### config.mk
export PLATFORM = sky130hd
export DESIGN_NAME = key_bounce_gen_flat
export DESIGN_NICKNAME = d
export VERILOG_FILES = /design/src/rtl/key_bounce_gen_if.sv /design/src/rtl/key_bounce_gen.sv /design/src/flat_wrapper.sv
export SDC_FILE = /design/constraint.sdc
export NUM_CORES = 1
export LEC_CHECK = 0
export ABC_AREA = 1
export CORE_ASPECT_RATIO = 0.7
export CORE_UTILIZATION = 44
export CTS_BUF_LIST = sky130_fd_sc_hd__clkbuf_4 sky130_fd_sc_hd__clkbuf_8
export CTS_CLUSTER_DIAMETER = 40
export DETAILED_ROUTE_END_ITERATION = 12
export PLACE_DENSITY = 0.58
export SLEW_MARGIN = 20
export SYNTH_ARGS = -nofsm -noshare
export SYNTH_HDL_FRONTEND = slang
export SYNTH_SLANG_ARGS = --single-unit
### constraint.sdc
create_clock -name clk -period 3.94 [get_ports clk]
set_input_delay 0.788 -clock clk [delete_from_list [all_inputs] [get_ports clk]]
set_output_delay 0.788 -clock clk [all_outputs]
set_load 0.005 [all_outputs]
### src/rtl/key_bounce_gen_if.sv
// ---------------------------------------------------------------------------
// key_bounce_gen_if
// Command/status bundle of the mechanical-key emulator.
//   req_valid  requester -> emulator   command valid
//   req_press  requester -> emulator   1 = press (line low), 0 = release (line high)
//   req_ready  emulator  -> requester  emulator idle, command can be taken
//   key_out    emulator  -> requester  emulated active-low key line
//   busy       emulator  -> requester  command in progress
//   done       emulator  -> requester  one-cycle completion pulse
//   edge_cnt   emulator  -> requester  key_out transitions of current/last command
// The master modport is the command source; the slave modport is the emulator.
// ---------------------------------------------------------------------------
interface key_bounce_gen_if;
  logic       req_valid;
  logic       req_press;
  logic       req_ready;
  logic       key_out;
  logic       busy;
  logic       done;
  logic [7:0] edge_cnt;

  modport master (
    output req_valid,
    output req_press,
    input  req_ready,
    input  key_out,
    input  busy,
    input  done,
    input  edge_cnt
  );

  modport slave (
    input  req_valid,
    input  req_press,
    output req_ready,
    output key_out,
    output busy,
    output done,
    output edge_cnt
  );
endinterface

### src/rtl/key_bounce_gen.sv
// ---------------------------------------------------------------------------
// key_bounce_gen
// Synthesizable mechanical-key emulator. On each accepted command it drives
// an active-low key line towards the requested level through a pseudo-random
// bounce burst, then holds the line stable for a settle window and pulses
// done. Intended as stimulus for the key debouncer.
// Ports:
//   clk    clock
//   rst_n  asynchronous active-low reset
//   bus    key_bounce_gen_if.slave (req_valid/req_press in; req_ready,
//          key_out, busy, done, edge_cnt out, all registered)
// Parameters:
//   BOUNCE_CYCLES  clocks of bouncing per transition (>=1)
//   SETTLE_CYCLES  clocks the line is held at target before done (>=1)
//   GAP_W          width of the random inter-toggle gap (1..2^GAP_W-1 clocks)
//   LFSR_SEED      LFSR reset value; zero is replaced by 16'h0001
// ---------------------------------------------------------------------------
module key_bounce_gen #(
  parameter int          BOUNCE_CYCLES = 200,
  parameter int          SETTLE_CYCLES = 1000,
  parameter int          GAP_W         = 4,
  parameter logic [15:0] LFSR_SEED     = 16'hACE1
) (
  input  logic             clk,
  input  logic             rst_n,
  key_bounce_gen_if.slave  bus
);

  localparam int BCNT_W = $clog2(BOUNCE_CYCLES + 1);
  localparam int SCNT_W = $clog2(SETTLE_CYCLES + 1);

  // A zero seed would lock the Galois LFSR at zero forever.
  localparam logic [15:0] SEED = (LFSR_SEED == 16'h0000) ? 16'h0001 : LFSR_SEED;

  localparam logic [BCNT_W-1:0] BCNT_LOAD = BCNT_W'(BOUNCE_CYCLES - 1);
  localparam logic [SCNT_W-1:0] SCNT_LOAD = SCNT_W'(SETTLE_CYCLES - 1);

  typedef enum logic [1:0] {
    IDLE   = 2'd0,
    BOUNCE = 2'd1,
    SETTLE = 2'd2,
    DONE   = 2'd3
  } state_t;

  state_t            state_q;
  logic              key_q;
  logic              ready_q;
  logic              busy_q;
  logic              done_q;
  logic              target_q;
  logic [7:0]        edge_q;
  logic [15:0]       lfsr_q;
  logic [15:0]       lfsr_d;
  logic [BCNT_W-1:0] bcnt_q;
  logic [SCNT_W-1:0] scnt_q;
  logic [GAP_W-1:0]  gap_q;
  logic [GAP_W-1:0]  gap_d;
  logic [7:0]        edge_inc;
  logic              cmd_target;

  // Galois right-shift step with mask 16'hB400; the LFSR runs in every state
  // so the random sequence depends only on time since reset.
  assign lfsr_d = {1'b0, lfsr_q[15:1]} ^ (lfsr_q[0] ? 16'hB400 : 16'h0000);

  // Next inter-toggle gap taken from the current LFSR value; a zero gap
  // would never expire, so it is bumped to one.
  assign gap_d = (lfsr_q[GAP_W-1:0] == '0) ? GAP_W'(1) : lfsr_q[GAP_W-1:0];

  // Saturating edge counter increment.
  assign edge_inc = (edge_q == 8'hFF) ? edge_q : edge_q + 8'd1;

  // Released key (press=0) targets a high line; pressed key targets low.
  assign cmd_target = ~bus.req_press;

  // Single FSM process; every output is a register updated together with
  // the state so the outputs always describe the state being entered.
  always_ff @(posedge clk or negedge rst_n) begin
    if (!rst_n) begin
      state_q  <= IDLE;
      key_q    <= 1'b1;
      ready_q  <= 1'b1;
      busy_q   <= 1'b0;
      done_q   <= 1'b0;
      target_q <= 1'b1;
      edge_q   <= 8'd0;
      lfsr_q   <= SEED;
      bcnt_q   <= '0;
      scnt_q   <= '0;
      gap_q    <= '0;
    end else begin
      lfsr_q <= lfsr_d;
      case (state_q)
        IDLE: begin
          if (bus.req_valid && ready_q) begin
            target_q <= cmd_target;
            ready_q  <= 1'b0;
            busy_q   <= 1'b1;
            if (cmd_target == key_q) begin
              // Already at the requested level: complete without edges.
              state_q <= DONE;
              done_q  <= 1'b1;
              edge_q  <= 8'd0;
            end else begin
              // The first bounce edge happens on the accepting edge itself.
              state_q <= BOUNCE;
              key_q   <= ~key_q;
              edge_q  <= 8'd1;
              bcnt_q  <= BCNT_LOAD;
              gap_q   <= gap_d;
            end
          end
        end

        BOUNCE: begin
          if (bcnt_q != '0) begin
            bcnt_q <= bcnt_q - BCNT_W'(1);
            if (gap_q == GAP_W'(1)) begin
              key_q  <= ~key_q;
              edge_q <= edge_inc;
              gap_q  <= gap_d;
            end else begin
              gap_q <= gap_q - GAP_W'(1);
            end
          end else begin
            // End of the burst: land on the target, counting the edge only
            // if the line really moves.
            if (key_q != target_q) begin
              key_q  <= target_q;
              edge_q <= edge_inc;
            end
            state_q <= SETTLE;
            scnt_q  <= SCNT_LOAD;
          end
        end

        SETTLE: begin
          if (scnt_q == '0) begin
            state_q <= DONE;
            done_q  <= 1'b1;
          end else begin
            scnt_q <= scnt_q - SCNT_W'(1);
          end
        end

        DONE: begin
          state_q <= IDLE;
          done_q  <= 1'b0;
          busy_q  <= 1'b0;
          ready_q <= 1'b1;
        end

        default: begin
          state_q <= IDLE;
          done_q  <= 1'b0;
          busy_q  <= 1'b0;
          ready_q <= 1'b1;
        end
      endcase
    end
  end

  assign bus.req_ready = ready_q;
  assign bus.key_out   = key_q;
  assign bus.busy      = busy_q;
  assign bus.done      = done_q;
  assign bus.edge_cnt  = edge_q;

endmodule

### src/flat_wrapper.sv
// flat-port wrapper written by rule: the top's interface ports become plain ports
module key_bounce_gen_flat 
#(
  parameter int          BOUNCE_CYCLES = 200,
  parameter int          SETTLE_CYCLES = 1000,
  parameter int          GAP_W         = 4,
  parameter logic [15:0] LFSR_SEED     = 16'hACE1
)
  (clk, rst_n, bus_req_valid, bus_req_press, bus_req_ready, bus_key_out, bus_busy, bus_done, bus_edge_cnt);
  key_bounce_gen_if bus_i ();
  input  logic clk;
  input  logic rst_n;
  input wire logic [$bits(bus_i.req_valid)-1:0] bus_req_valid;
  input wire logic [$bits(bus_i.req_press)-1:0] bus_req_press;
  output wire logic [$bits(bus_i.req_ready)-1:0] bus_req_ready;
  output wire logic [$bits(bus_i.key_out)-1:0] bus_key_out;
  output wire logic [$bits(bus_i.busy)-1:0] bus_busy;
  output wire logic [$bits(bus_i.done)-1:0] bus_done;
  output wire logic [$bits(bus_i.edge_cnt)-1:0] bus_edge_cnt;
  assign bus_i.req_valid = bus_req_valid;
  assign bus_i.req_press = bus_req_press;
  assign bus_req_ready = bus_i.req_ready;
  assign bus_key_out = bus_i.key_out;
  assign bus_busy = bus_i.busy;
  assign bus_done = bus_i.done;
  assign bus_edge_cnt = bus_i.edge_cnt;
  key_bounce_gen #(.BOUNCE_CYCLES(BOUNCE_CYCLES), .SETTLE_CYCLES(SETTLE_CYCLES), .GAP_W(GAP_W), .LFSR_SEED(LFSR_SEED)) u_core (.clk(clk), .rst_n(rst_n), .bus(bus_i));
endmodule
==> results.yml <==
die:
  die_x_um: 100
  dieArea_um2: 7090
  die_y_um: 70.7
  start_util_pct: 46.6
  core-area_um2: 6370
  num_rows: 24
  ios: 16
worst_setup_path:
  cp.arrival_ps: 1460
  path_class: "reg -> out"
  worstPathCellList: "clkdlybuf4s50_1"
  cp_max_fo: 6
  reg2reg_from: "u_core.state_q[1]"
  max_stage_delay_ps: 610
  critical_path.top_delay_family: "flip-flops"
  worstSetupStartpointType: "flip-flop"
  cp_num_buf_inv: 1
  cpMaxStageDelayCell: "dfstp_2"
  required_ps: 3150
  end_kind: "output port"
  crit_start: "u_core.bus.key_out"
sta:
  final_max_slew_viol_count: 0
  fmax_mhz: 446
  final_hold_viol_count: 0
  slew_headroom_pct: 57.0
  whs_ps: 360
  clock_skew_ps: 5.35
  fin_crit_ps: 2240
  finalCritPeriodShare_pct: 56.9
  setup_viol: 0
  rsz0062_at_grt: "false"
  tns_ps: 0
  worstMarginPinSlew_ps: 644
  setup_ws_ps: 1700
route:
  viasPerCell: 4.83
  drt_wl_total_um: 5910
  route.vias.total: 2337
  wl_per_cell_um: 12.2
  antenna_left: 0
  drc: 0
  drt_pass1_iterations: 4
  drt-initial-drc-count: 111
placement:
  numPortBuffers: 15
  place_congestion: 0.806
  dp_cells: 476
  hpwl_um: 4310
  place_area_um2: 3200
  place_ws_ps: 1690
run:
  maxCapViolations: 0
global_route:
  grt_usage_pct: 18.2
  grt_pass1_vias: 2127
  grt_pass1_wl_um: 10100
  grt_max_degree: 46
  gr-total-overflow: 0
  antenna_found_initial: 0
clock_tree:
  post_cts_buffers: 0
  worstSkewPairLatency_ps: 310
  clk_path_buf_depth: 2
  cts_hold_buf: 0
  clock-root-buffer: "clkbuf_8"
  cts.reportedPaths.clkPinSlew_ps: 100
  cts_buffers: 5
  ctsHtreeMaxLevel: 2
  cts_resized: 0
  clock_sinks: 53
  cts_tree: "done"
hold_path:
  hp-start: "u_core.lfsr_q[8]"
  min_path_type: "reg -> reg"
cells_and_area:
  layout_common_cells: "nand2_1 (109), nor2_1 (42), dfrtp_1 (42)"
  seqCellArea_um2: 1340
  multiInputGateArea_um2: 1430
  final_area_um2: 3300
  fin_nets: 407
  area_delta_synth_final_pct: 11.0
  drive_gt1_share_pct: 14.5
  fillCellCount: 621
  n_antenna_cell: 0
  final_common_cell: "nand2_1"
  fin_cells: 484
yosys:
  synth_seq_cells: 53
  syn-num-nets: 389
  seq_area_frac_synth_pct: 45.1
  ys_warn_count: 0
  netlist_area_um2: 2970
  synthCells: 374
  synth.avg_cell_area_um2: 7.94
  ys_types: 30
power_and_ir_drop:
  p_leak_nw: 1.54
  switchingPower_mw: 1.09
  swShare_pct: 46.3
  internal_power_mw: 1.27
  clock_power_share_pct: 13.7
  seqPwrFrac_pct: 36.5
  ir_drop_uv: 294
  comb_power_share_pct: 49.8
  cellPowerDensity_nw_per_um2: 715
status:
  status: "complete, no violations"
worst paths after layout:
path	to	slack, ps	depth (start not counted)
max in group asynchronous	u_core.state_q[1]	2930	2
min in group asynchronous	u_core.bus.edge_cnt[6]	460	1
setup reg to reg	u_core.bus.edge_cnt[6]	1750	9
hold reg to reg	u_core.lfsr_q[7]	360	0
setup / recovery	bus_key_out	1700	1
hold / removal	u_core.lfsr_q[7]	360	0
routing by layer:
metal  part of all wire (%)  vias up  GRT usage [%]
met5                      0        -              0
met3                    3.6        2           3.66
li1                       -     1218              -
met2                     40       38           24.6
met1                     56     1079           28.8
met4                   0.51        0           5.80
power by group through the flow:
stage               clock network (mW)  registers [mW]  logic [mW]
global route                     0.354           0.881        1.37
floorplan                            0           0.835       0.947
detailed placement                   0           0.868        1.18
finish                           0.323           0.860        1.17
CTS                              0.338           0.858        1.18
global placement                     0           0.865        1.18
per-stage QoR:
| step | utilization [%] | power, mW |
|---|---|---|
| floorplan | - | 1.78 |
| global placement | 50.2 | 2.04 |
| detailed placement | 50.2 | 2.05 |
| CTS | 51.7 | 2.38 |
| global route | 51.8 | 2.61 |
| finish | 51.8 | 2.36 |
state kept, by name, summed over array words and instances, names as in the netlist, 2 cells and up:
| name | flops |
|---|---|
| u_core.gap_q | 4 |
| u_core.scnt_q | 10 |
| u_core.state_q | 2 |
| u_core.bus.edge_cnt | 8 |
| u_core.bcnt_q | 8 |
| u_core.lfsr_q | 16 |
synth_stat cells:
master,number,area share [%]
nand4_1,8,1.7
inv_2,5,0.63
nor2_2,3,0.63
xor2_1,9,2.7
nand4_2,1,0.42
nand2_1,109,14
a21oi_2,1,0.30
a22oi_1,1,0.25
nand3_2,2,0.67
o21ai_1,6,1.0
o21ai_2,8,2.4
nor2_4,3,1.1
ha_1,11,4.6
nor2_1,42,5.3
buf_6,2,0.76
nand2_4,1,0.38
a21oi_1,3,0.51
inv_1,36,4.6
inv_4,1,0.21
nor3_1,3,0.51
o21bai_1,1,0.25
nor3b_1,2,0.51
xnor2_1,4,1.2
dfrtp_1,42,35
buf_2,3,0.51
dfstp_2,11,9.7
nand2_2,10,2.1
o21ai_0,21,3.5
nor3_2,1,0.34
nand3_1,24,4.0
area by class of cell:
type | count | share of cell area [%]
clock buffer | 5 | 2.09
clock inverter | 3 | 0.797
inverter | 42 | 4.86
multi-input combinational | 274 | 43.4
sequential | 53 | 40.7
tap | 91 | 3.45
timing repair buffer | 16 | 4.71
cell families (layout without fill, tap and decap cells):
kind of cell	after synthesis	after routing	share of synthesized area [%]
xor gates and xnor gates	13	13	3.83
buffers and inverters	47	66	6.66
DFF	53	53	45.1
AOI/OAI and AO/OA	41	41	8.22
adders and majority gates	11	11	4.64
and+or+nand+nor	209	209	31.5
(Power assumes the default switching activity.)
